[src/rtl/vcve2_pkg.sv]
// Shared types and helpers for the vector register-file read sequencer.
package vcve2_pkg;

  typedef enum logic [1:0] {
    SEW8     = 2'b00,
    SEW16    = 2'b01,
    SEW32    = 2'b10,
    SEW_RSVD = 2'b11
  } vsew_e;

  typedef enum logic [1:0] {
    VRD_IDLE,
    VRD_READ,
    VRD_DRAIN,
    VRD_DONE
  } vrd_state_e;

  // Command word counters; vl << 2 rounded up to words never exceeds 32 bits.
  localparam int unsigned VrdCntW = 32;

  // log2 of the element size in bytes; the reserved encoding behaves as 32-bit.
  function automatic logic [1:0] sew_bytes_shift(vsew_e sew);
    case (sew)
      SEW8:    return 2'd0;
      SEW16:   return 2'd1;
      default: return 2'd2;
    endcase
  endfunction

  // Byte enables of the final word given the residual byte count.
  function automatic logic [3:0] tail_be(logic [1:0] tail);
    case (tail)
      2'd0:    return 4'b1111;
      2'd1:    return 4'b0001;
      2'd2:    return 4'b0011;
      default: return 4'b0111;
    endcase
  endfunction

endpackage

[src/rtl/vcve2_vrd_fifo2.sv]
// Two-entry synchronous FIFO buffering returned VRF read data.
module vcve2_vrd_fifo2 #(
  parameter int unsigned DW = 32
) (
  input  logic          clk_i,
  input  logic          rst_i,
  input  logic          push_i,
  input  logic [DW-1:0] data_i,
  input  logic          pop_i,
  output logic [DW-1:0] data_o,
  output logic          full_o,
  output logic          empty_o,
  output logic [1:0]    count_o
);

  logic [DW-1:0] mem_q [2];
  logic          wptr_q, rptr_q;
  logic [1:0]    cnt_q, cnt_d;
  logic          do_push, do_pop;

  assign empty_o = (cnt_q == 2'd0);
  assign full_o  = (cnt_q == 2'd2);
  assign count_o = cnt_q;
  assign data_o  = mem_q[rptr_q];

  assign do_pop  = pop_i & ~empty_o;
  // A full FIFO may still accept a write when the head leaves in the same cycle.
  assign do_push = push_i & (~full_o | do_pop);

  always_comb begin
    cnt_d = cnt_q;
    case ({do_push, do_pop})
      2'b10:   cnt_d = cnt_q + 2'd1;
      2'b01:   cnt_d = cnt_q - 2'd1;
      default: cnt_d = cnt_q;
    endcase
  end

  always_ff @(posedge clk_i) begin
    if (rst_i) begin
      wptr_q <= 1'b0;
      rptr_q <= 1'b0;
      cnt_q  <= 2'd0;
    end else begin
      cnt_q <= cnt_d;
      if (do_push) wptr_q <= ~wptr_q;
      if (do_pop)  rptr_q <= ~rptr_q;
    end
  end

  always_ff @(posedge clk_i) begin
    if (do_push) mem_q[wptr_q] <= data_i;
  end

  fifo_no_overflow: assert property (@(posedge clk_i) disable iff (rst_i)
    !(push_i && full_o && !pop_i));

endmodule

[src/rtl/vcve2_vrf_rd_seq.sv]
// Streams one vector register (or, with VCVE2_VRF_RD_LMUL_EN, a register group)
// out of the VRF as 32-bit words on a valid/ready stream with byte enables.
module vcve2_vrf_rd_seq
  import vcve2_pkg::*;
#(
  parameter  int unsigned VLEN = 128,
  localparam int unsigned WPR  = VLEN / 32,
  localparam int unsigned AW   = 5 + $clog2(WPR)
) (
  input  logic          clk_i,
  input  logic          rst_i,
  input  logic          start_i,
  input  logic [4:0]    vs_i,
  input  logic [31:0]   vl_i,
  input  logic [1:0]    sew_i,
  output logic          busy_o,
  output logic          done_o,
  output logic          vrf_re_o,
  output logic [AW-1:0] vrf_raddr_o,
  input  logic [31:0]   vrf_rdata_i,
  output logic [31:0]   data_o,
  output logic [3:0]    be_o,
  output logic          last_o,
  output logic          valid_o,
  input  logic          ready_i
);

  localparam int unsigned WIW = $clog2(WPR);
  localparam int unsigned CW  = VrdCntW;

  vrd_state_e    state_q, state_d;
  logic [4:0]    vs_q, vs_d;
  logic [CW-1:0] nwords_q, nwords_d;
  logic [1:0]    tail_q, tail_d;
  logic [CW-1:0] rd_cnt_q, rd_cnt_d;
  logic [CW-1:0] out_cnt_q, out_cnt_d;
  logic          inflight_q;

  logic [33:0]   cmd_bytes;
  logic [CW-1:0] cmd_nwords;
  logic [1:0]    cmd_tail;

  always_comb begin
    cmd_bytes  = {2'b00, vl_i} << sew_bytes_shift(vsew_e'(sew_i));
    cmd_tail   = cmd_bytes[1:0];
    cmd_nwords = cmd_bytes[33:2] + CW'(cmd_tail != 2'd0);
`ifdef VCVE2_VRF_RD_LMUL_EN
    // Register groups: the contiguous address increment walks into vs+1, vs+2, ...
    cmd_tail   = cmd_bytes[1:0];
`else
    // Anything past one register is dropped; the clamped final word is full.
    if (cmd_nwords > CW'(WPR)) begin
      cmd_nwords = CW'(WPR);
      cmd_tail   = 2'd0;
    end
`endif
  end

  logic [31:0] fifo_head;
  logic        fifo_full, fifo_empty;
  logic [1:0]  fifo_cnt;
  logic        fifo_push, fifo_pop;
  logic [2:0]  outstanding;
  logic        rd_en, beat, is_last;

  // An empty buffer falls through so returning data is offered the same cycle.
  assign valid_o   = ~fifo_empty | inflight_q;
  assign beat      = valid_o & ready_i;
  assign fifo_pop  = ~fifo_empty & ready_i;
  assign fifo_push = inflight_q & ~(fifo_empty & ready_i);

  assign outstanding = {1'b0, fifo_cnt} + {2'b00, inflight_q};
  assign rd_en       = (state_q == VRD_READ) && !fifo_full && (outstanding < 3'd2);
  assign is_last     = (out_cnt_q == nwords_q - CW'(1));

  assign vrf_re_o    = rd_en;
  assign vrf_raddr_o = rd_en ? ({vs_q, {WIW{1'b0}}} + rd_cnt_q[AW-1:0]) : '0;

  assign data_o = !valid_o ? 32'd0 : (fifo_empty ? vrf_rdata_i : fifo_head);
  assign last_o = valid_o & is_last;
  assign be_o   = !valid_o ? 4'b0000 : (is_last ? tail_be(tail_q) : 4'b1111);

  vcve2_vrd_fifo2 #(
    .DW (32)
  ) u_fifo (
    .clk_i   (clk_i),
    .rst_i   (rst_i),
    .push_i  (fifo_push),
    .data_i  (vrf_rdata_i),
    .pop_i   (fifo_pop),
    .data_o  (fifo_head),
    .full_o  (fifo_full),
    .empty_o (fifo_empty),
    .count_o (fifo_cnt)
  );

  always_comb begin
    state_d   = state_q;
    vs_d      = vs_q;
    nwords_d  = nwords_q;
    tail_d    = tail_q;
    rd_cnt_d  = rd_cnt_q;
    out_cnt_d = out_cnt_q;
    busy_o    = 1'b0;
    done_o    = 1'b0;

    if (beat) out_cnt_d = out_cnt_q + CW'(1);

    unique case (state_q)
      VRD_IDLE: begin
        if (start_i) begin
          vs_d      = vs_i;
          nwords_d  = cmd_nwords;
          tail_d    = cmd_tail;
          rd_cnt_d  = '0;
          out_cnt_d = '0;
          state_d   = (cmd_nwords == '0) ? VRD_DONE : VRD_READ;
        end
      end
      VRD_READ: begin
        busy_o = 1'b1;
        if (rd_en) begin
          rd_cnt_d = rd_cnt_q + CW'(1);
          if (rd_cnt_q == nwords_q - CW'(1)) state_d = VRD_DRAIN;
        end
      end
      VRD_DRAIN: begin
        busy_o = 1'b1;
        if (beat && is_last) state_d = VRD_DONE;
      end
      VRD_DONE: begin
        done_o  = 1'b1;
        state_d = VRD_IDLE;
      end
      default: state_d = VRD_IDLE;
    endcase
  end

  always_ff @(posedge clk_i) begin
    if (rst_i) begin
      state_q    <= VRD_IDLE;
      vs_q       <= 5'd0;
      nwords_q   <= '0;
      tail_q     <= 2'd0;
      rd_cnt_q   <= '0;
      out_cnt_q  <= '0;
      inflight_q <= 1'b0;
    end else begin
      state_q    <= state_d;
      vs_q       <= vs_d;
      nwords_q   <= nwords_d;
      tail_q     <= tail_d;
      rd_cnt_q   <= rd_cnt_d;
      out_cnt_q  <= out_cnt_d;
      inflight_q <= rd_en;
    end
  end

endmodule

[config.mk]
export PLATFORM = sky130hd
export DESIGN_NAME = vcve2_vrf_rd_seq
export DESIGN_NICKNAME = d
export VERILOG_FILES = /design/src/rtl/vcve2_pkg.sv /design/src/rtl/vcve2_vrd_fifo2.sv /design/src/rtl/vcve2_vrf_rd_seq.sv
export SDC_FILE = /design/constraint.sdc
export NUM_CORES = 1
export LEC_CHECK = 0
export ABC_CLOCK_PERIOD_IN_PS = 4900
export CELL_PAD_IN_SITES_DETAIL_PLACEMENT = 0
export CELL_PAD_IN_SITES_GLOBAL_PLACEMENT = 1
export CORE_UTILIZATION = 40
export DETAILED_ROUTE_END_ITERATION = 10
export PLACE_DENSITY = 0.88
export SYNTH_ARGS = -nofsm -noshare
export SYNTH_HDL_FRONTEND = slang
export SYNTH_SLANG_ARGS = --single-unit
export TNS_END_PERCENT = 10
[constraint.sdc]
create_clock -name clk_i -period 4.9 [get_ports clk_i]
set_clock_uncertainty 0.05 [all_clocks]
set_input_delay 0.98 -clock clk_i [delete_from_list [all_inputs] [get_ports clk_i]]
set_output_delay 0.98 -clock clk_i [all_outputs]
set_load 0.005 [all_outputs]
==> results.md, run 1 <==
STA:
- Final hold analysis gives a worst-case slack of 0.4119 ns.
- The setup-violating endpoint count in the final report is 0.
- The minimum period implied by the final worst setup slack is 4.863 ns.
- The upper clock frequency limit is 205.6 MHz.
- At the pin with the least slew margin, the transition time is 1.255 ns.
- The share of the clock period used by the worst path is 99.25%.
- In this run the tightest slew margin relative to its limit is 16.35%.
- The max-slew violation total from the final report was 0.
- The final count of hold timing violations is 0.
- Setup repair after global routing could not meet its margin everywhere.

Logic synthesis:
- The number of distinct standard cells referenced by the synthesized netlist is 91.
- Averaged over all synthesized cells, the footprint is 8.539 um^2.
- The simple-gate share of the synthesized area is 25.53%.
- Of the total synthesized cell area, the portion taken by XOR and XNOR cells is 11.75%.
- After synthesis, the cell types taking the most area are dfxtp_1 (19%), edfxtp_1 (16%), xnor2_1 (6.7%).
- The post-synthesis sequential area ratio is 34.76%.
- The post-synthesis net count is 1488.
- In this run, synthesis produced a sequential element count of 175.
- In the synthesized netlist, mux cells make up 7.316% of the area.
- The dominant combinational cell family by area after synthesis is simple AND/OR/NAND/NOR gates.
- The cell with the most instances after synthesis is nor2_1.
- Counting flops with a built-in enable in the synthesized netlist gives 64.
- The number of warnings reported in the yosys synthesis log is 0.
- The primary flip-flop cell chosen by synthesis mapping is dfxtp_1.
- The synthesized netlist occupies a cell area of 0.01192 mm^2.
- Counting flops with an async set or reset pin after synthesis yields a share of 0%.
- After synthesis, the most frequently instantiated cells are nor2_1 (133), dfxtp_1 (111), xnor2_1 (91), nand3_1 (90), nand2_1 (89).
- The synthesized netlist devotes 13.70% of its cell area to compound gates.
- After synthesis, the largest area contributor takes up 18.64% of total cell area.
- Synthesis produced 1396 cells.
- dfxtp_1 takes more of the synthesized area than any other cell.
- Summing the areas of all fa, ha and maj instances in the mapped netlist gives 1.931% of the synthesized area.

Cells and area:
- Fill cells in the final layout number 2743.
- The post-route netlist has 10.17% of its cells at a drive strength greater than 1.
- From synthesis to final layout, the design area changed by 20.95%.
- At the end of the flow, the number of nets in the layout was 1594.
- The number of antenna diodes in the final layout is 0.
- The utilization of the core after routing is 49.69%.

Clocking:
- The CTS root buffer is clkbuf_16.
- The clock latency on the worst-skew pair is 0.45 ns.
- The deepest clock path buffer count is 2.
- The number of H-tree levels is 4.
- The total clock buffers created by CTS is 17.
- TritonCTS built the clock tree.
- The sink count of the clock tree is 175.
- Buffers inserted to repair hold after CTS numbered 0.
- Clock-pin slew was measured on the worst setup and hold paths at 0.07 ns.

Die:
- The floorplan step defined a core boundary enclosing 0.02901 mm^2.
- Measured along the x axis, the die boundary spans 174.6 um.
- The effective utilization at floorplan is 41.09%.
- The height of the die is 174.6 um.
- The die covers 0.03050 mm^2.
- The number of standard-cell rows in the floorplan is 62.
- In this run the count of I/O pins placed on the die edge is 123.

Pwr:
- The power density over the cells is 299.7 mW/mm^2.
- The worst IR drop on VDD is 0.2564 mV.
- The leakage power summed over all cells is 5.229 nW.

Global routing:
- The initial antenna violation count came to 0.
- Across every metal layer, demand over resource in global routing totals 22.40%.
- Entering global routing, the biggest net connects 65 pins.
- The first global-routing pass estimated 54300 um of wire.
- The number of global-route vias before repair is 10180.
- The leftover overflow at the end of global routing is 0.

Status:
- The flow ran to the end, and the final reports show no timing, DRC or antenna violations.

Placement:
- Routability-driven placement finished with a final weighted congestion of 0.9679.
- Detailed placement ended at an HPWL of 25600 um.
- Buffers placed on the I/O ports in this run total 122.

Job:
- Across the run, the number of max-cap violations was 0.

Critical path:
- The kind of critical path is flop to output port.
- The critical path data arrival time is 3.83 ns.
- STA classifies the critical path startpoint as a flop.
- The required time of the critical path is 3.87 ns.
- The biggest fanout along the worst timing path is 11.
- STA classifies the critical path endpoint as an output port.

Routing:
- The detailed-route DRC error count is 0.
- The routed length per placed instance is 17.79 um.
- Once detail routing completed, the nets flagged for antenna violations numbered 0.
- The number of vias after detailed routing is 10920.
- The total detailed-routing wirelength is 33790 um.
- Using the TritonRoute via totals, the vias-per-cell ratio works out to 5.751.
- The detailed router's first-iteration violation count is 827.
- The first detailed-routing pass ran for 5 iterations.

Min path:
- The tightest min-delay check is of the flop to flop type.
-- layout by cell type (no fill, tap or decap), drive strengths merged, types with 16 or more instances in the layout --
master / count
nor2: 134
clkdlybuf4s50: 120
dfxtp: 111
xnor2: 91
nand3: 91
o21ai: 91
nand2: 89
mux2i: 77
buf: 66
edfxtp: 64
xor2: 61
a21oi: 53
inv: 48
and3: 45
nor3: 45
nand4: 36
nor4: 28
or3: 19
clkbuf: 18
ha: 16
-- state kept, by name, indices dropped and copies added, names as in the netlist, named ones only --
signal and cells:
inflight_q 1, nwords_q 32, out_cnt_q 32, rd_cnt_q 32, state_q 2, tail_q 2
u_fifo.count_o 2, u_fifo.mem_q 64, u_fifo.rptr_q 1, u_fifo.wptr_q 1, vs_q 5
-- per-stage QoR --
stage | instance area, um^2 | worst slack (ns) | std cells | setup TNS, ns | total power [mW]
3_3_place_gp | 13670 | 0.2029 | 1862 | 0 | 2.878
5_1_grt | 14420 | -0.05582 | 1899 | -0.1424 | 4.529
3_5_place_dp | 13670 | 0.1799 | 1862 | 0 | 2.891
6_report | 14420 | 0.03663 | 1899 | 0 | 4.321
4_1_cts | 14320 | 0.006903 | 1894 | 0 | 4.323
2_1_floorplan | 11950 | 0.01857 | 1396 | 0 | 2.362
-- logic make-up (layout without fill, tap and decap cells) --
logic type,Yosys count,in the layout
compound gates,254,254
xor+xnor,155,155
fa+ha+maj,18,18
buf+inv,140,259
flops,175,175
mux,86,86
simple gates,568,568
-- final cells by class --
type	count	area [um^2]	share of cell area, %
Multi-Input combinational cell	1081	7305	50.66
Sequential cell	175	4146	28.76
Timing Repair Buffer	186	1712	11.87
Tap cell	384	480.5	3.332
Clock buffer	18	429.2	2.977
Clock inverter	14	191.4	1.328
Inverter	41	153.9	1.067
-- power breakdown --
part	leakage (nW)	switching, mW	internal [mW]
registers	1.47	0.0474	1.56
logic	3.45	0.724	0.563
clock network	0.301	0.645	0.782
-- final timing paths --
check / start / endpoint / slack [ns] / depth (start not counted)
min: vs_q[3] / vs_q[3] / 0.41 / 2
min reg2reg: vs_q[3] / vs_q[3] / 0.41 / 2
max reg2reg: nwords_q[0] / state_q[0] / 1.00 / 11
max: nwords_q[8] / be_o[3] / 0.04 / 12
-- routing by layer --
metal  wire [um]  vias to the layer above  global-route usage (%)  share of wire, %
met5           0                        -                       0                 0
met4        1170                        0                   10.18               3.5
met3        2159                       61                   3.090               6.4
met2       15190                      387                   34.98                45
met1       15270                     5178                   30.72                45
li1            -                     5296                       -                 -
-- critical path, stage by stage, from the launching register on --
cell,delay [ns]
dfxtp_1,0.31
buf_4,0.19
nor3_2,0.31
buf_4,0.22
and3_1,0.28
a21oi_1,0.12
o21ai_0,0.33
or3b_1,0.41
nor4_2,0.17
buf_4,0.15
nand4_1,0.21
o21a_1,0.25
clkdlybuf4s50_1,0.44
-- what timing repair did --
item / 4_1_cts / 5_1_grt
buffers inserted: 0 / 5
pin swaps: 2 / 10
gates cloned: 0 / 0
endpoints found under the hold margin: 0 / 0
resized for setup: 9 / 11
setup endpoints to repair: 4 / 4
(Power assumes the default switching activity.)
==> inputs of run 2 (changes only) <==
SKIP_LAST_GASP = 1   (was unset)
==> results.md, run 2 (synthesized netlist as in run 1, its figures left out) <==
Die:
- In this run the standard cell core region covers 0.02901 mm^2.
- The width of the chip is 174.6 um.
- The height of the die is 174.6 um.
- The area of the die is 0.03050 mm^2.
- The effective utilization at floorplan is 41.09%.
- The floorplan has 62 rows.
- During I/O placement, the number of pins put on the boundary was 123.

Critical path:
- The kind of start point of the critical path is a flop.
- The standard cell with the maximum stage delay on the critical path is clkdlybuf4s50_1.
- Data arrives at the worst endpoint at 3.79 ns.
- Walking the worst path, the cells encountered are buf_4 -> nor4_4 -> buf_4 -> nand3_2 -> nor4_2 -> buf_4 -> xnor2_1 -> inv_1 -> nand2_1 -> a2111oi_1 -> buf_4 -> nand4_1 -> o21a_1 -> clkdlybuf4s50_1.
- The register-to-register path setup slack is 0.99 ns.
- Among the stages of the critical path, the cell type that occurs most often is buf_4.
- The kind of end point of the critical path is an output port.
- On the worst path, the slowest cell contributes a delay of 0.44 ns.
- The kind of critical path is flop to output port.
- The required time of the critical path is 3.87 ns.
- The biggest fanout along the worst timing path is 6.

Cells and area:
- The fraction of layout instances using a drive strength above 1 is 10.17%.
- The number of flip-flops in the largest register is 64.
- The synthesis-to-layout area growth is 20.70%.
- The commonest non-fill, non-tap cell in the layout is nor2_1.
- The total number of nets in the final design is 1594.
- The repair_antennas step left the layout with diodes totalling 0.
- In the layout the commonest cells are nor2_1 (130), clkdlybuf4s50_1 (120), dfxtp_1 (109), xnor2_1 (91), nand3_1 (89).
- u_fifo.mem_q holds more flip-flops than any other register.
- Summing all non-filler instances in the final layout gives an area of 0.01439 mm^2.

Placement:
- The worst setup timing slack at the placement stage is 0.1799 ns.
- The final RePlAce weighted congestion is 0.9679.
- The area of placed instances is 0.01367 mm^2.
- The total half-perimeter wirelength after legalization and detailed placement is 25600 um.
- The port buffer count is 122.

Global routing:
- Entering global routing, the biggest net connects 65 pins.
- The number of global-route vias before repair is 10180.
- The leftover overflow at the end of global routing is 0.
- The initial antenna violation count was 0.
- Across every metal layer, demand over resource in global routing totals 22.40%.
- The first global-routing pass estimated 54300 um of wire.

Pwr:
- Across the VDD grid, the largest voltage drop is 0.2538 mV.
- The internal power consumption is 2.903 mW.
- The relative contribution of sequential cells to total power is 37.2%.
- The switching power as a share of total power is 32.71%.
- The design draws 4.314 mW.
- The share of total power in the clock network is 33.1%.
- The relative contribution of combinational cells to total power is 29.7%.
- The leakage power summed over all cells is 5.222 nW.
- In this run the power density over the cells is 299.8 mW/mm^2.
- In this run the power spent charging and discharging nets is 1.411 mW.

STA:
- The setup-violating endpoint count in the final report is 0.
- The final count of hold timing violations is 0.
- The max-slew violation total from the final report is 0.
- The setup slack of the critical path after layout is 0.07542 ns.
- Subtracting the final worst setup slack from the clock period gives 4.825 ns.
- The worst hold slack across all endpoints is 0.4171 ns.
- The slew at the pin closest to its max-slew limit is 1.252 ns.
- The upper clock frequency limit is 207.3 MHz.
- The final-layout setup total negative slack is 0 ns.
- Measured against its own limit, the worst slew margin works out to 16.56%.
- The share of the clock period used by the worst path is 98.46%.
- Setup repair after global routing could not meet its margin everywhere.

Clocking:
- TritonCTS built the clock tree.
- Clock-pin slew was measured on the worst setup and hold paths at 0.07 ns.
- The tree is rooted in a clkbuf_16.
- The clock passes through at most 2 buffers.
- The clock latency on the worst-skew pair is 0.45 ns.
- Counting every sink on the clock net gives 175.
- The total clock buffers created by CTS is 17.
- CTS built an H-tree with a depth of 4.

Job:
- The tool flagged a number of max-cap violations equal to 0.

Routing:
- The routed layout has 10900 vias.
- Once detail routing completed, the nets flagged for antenna violations numbered 0.
- The total detailed-routing wirelength is 33600 um.
- The detailed-route DRC error count is 0.
- The detailed router's first-iteration violation count is 757.
- The number of vias per cell is 5.738.
- The number of detailed-routing iterations run before antenna repair is 5.
- Dividing the detail-routed wire length by the instance count gives 17.69 um.

Status:
- The flow ran to the end, and the final reports show no timing, DRC or antenna violations.

Min path:
- The min-delay analysis places its worst path in the category flop to flop.
==> run 2: metal layers <==
layer  GRT usage [%]  vias up  part of all wire (%)
met4           10.18        0                   3.5
met1           30.72     5171                    45
met5               0        -                     0
met3           3.090       62                   6.5
li1                -     5292                     -
met2           34.98      372                    45
==> run 2: cell type report <==
cell class	instances	area, um^2
sequential	175	4146
fill	2746	14630
timing repair buffer	186	1708
inverter	41	153.9
clock inverter	14	191.4
tap	384	480.5
clock buffer	18	429.2
multi-input combinational	1081	7278
==> run 2: path summary, 6_finish.rpt <==
| path | startpoint | to | cells past startpoint |
|---|---|---|---|
| setup / recovery | nwords_q[0] | be_o[3] | 14 |
| hold / removal | vs_q[3] | vs_q[3] | 2 |
| setup reg to reg | nwords_q[0] | state_q[0] | 11 |
| hold reg to reg | vs_q[3] | vs_q[3] | 2 |
==> run 2: critical path: cells and delay by family, from the launching register on <==
kind / cells / cell delay, ns
buffers and inverters: 6 / 1.24
and+or+nand+nor: 5 / 1.08
AOI/OAI and AO/OA: 2 / 0.62
DFF: 1 / 0.33
xor gates and xnor gates: 1 / 0.08
==> run 2: stage by stage <==
stage                     std cells  utilization (%)
after detailed placement       1862            47.11
after CTS                      1894            49.37
final                          1899            49.59
after global routing           1899            49.59
after floorplan                1396                -
after global placement         1862            47.11
==> run 2: what timing repair did <==
| action | in CTS | in global routing |
|---|---|---|
| hold buffers | 0 | 0 |
| pin swaps | 2 | 9 |
| gates resized for setup | 9 | 7 |
| buffers inserted | 0 | 5 |
| gates cloned | 0 | 0 |
| endpoints found under the setup margin | 4 | 4 |
==> run 2: power by group through the flow <==
stage	logic [mW]	clock network, mW	registers [mW]
after global placement	1.24	0	1.64
after floorplan	0.749	0	1.61
after global routing	1.39	1.52	1.61
after CTS	1.26	1.45	1.61
final	1.28	1.43	1.61
after detailed placement	1.25	0	1.64
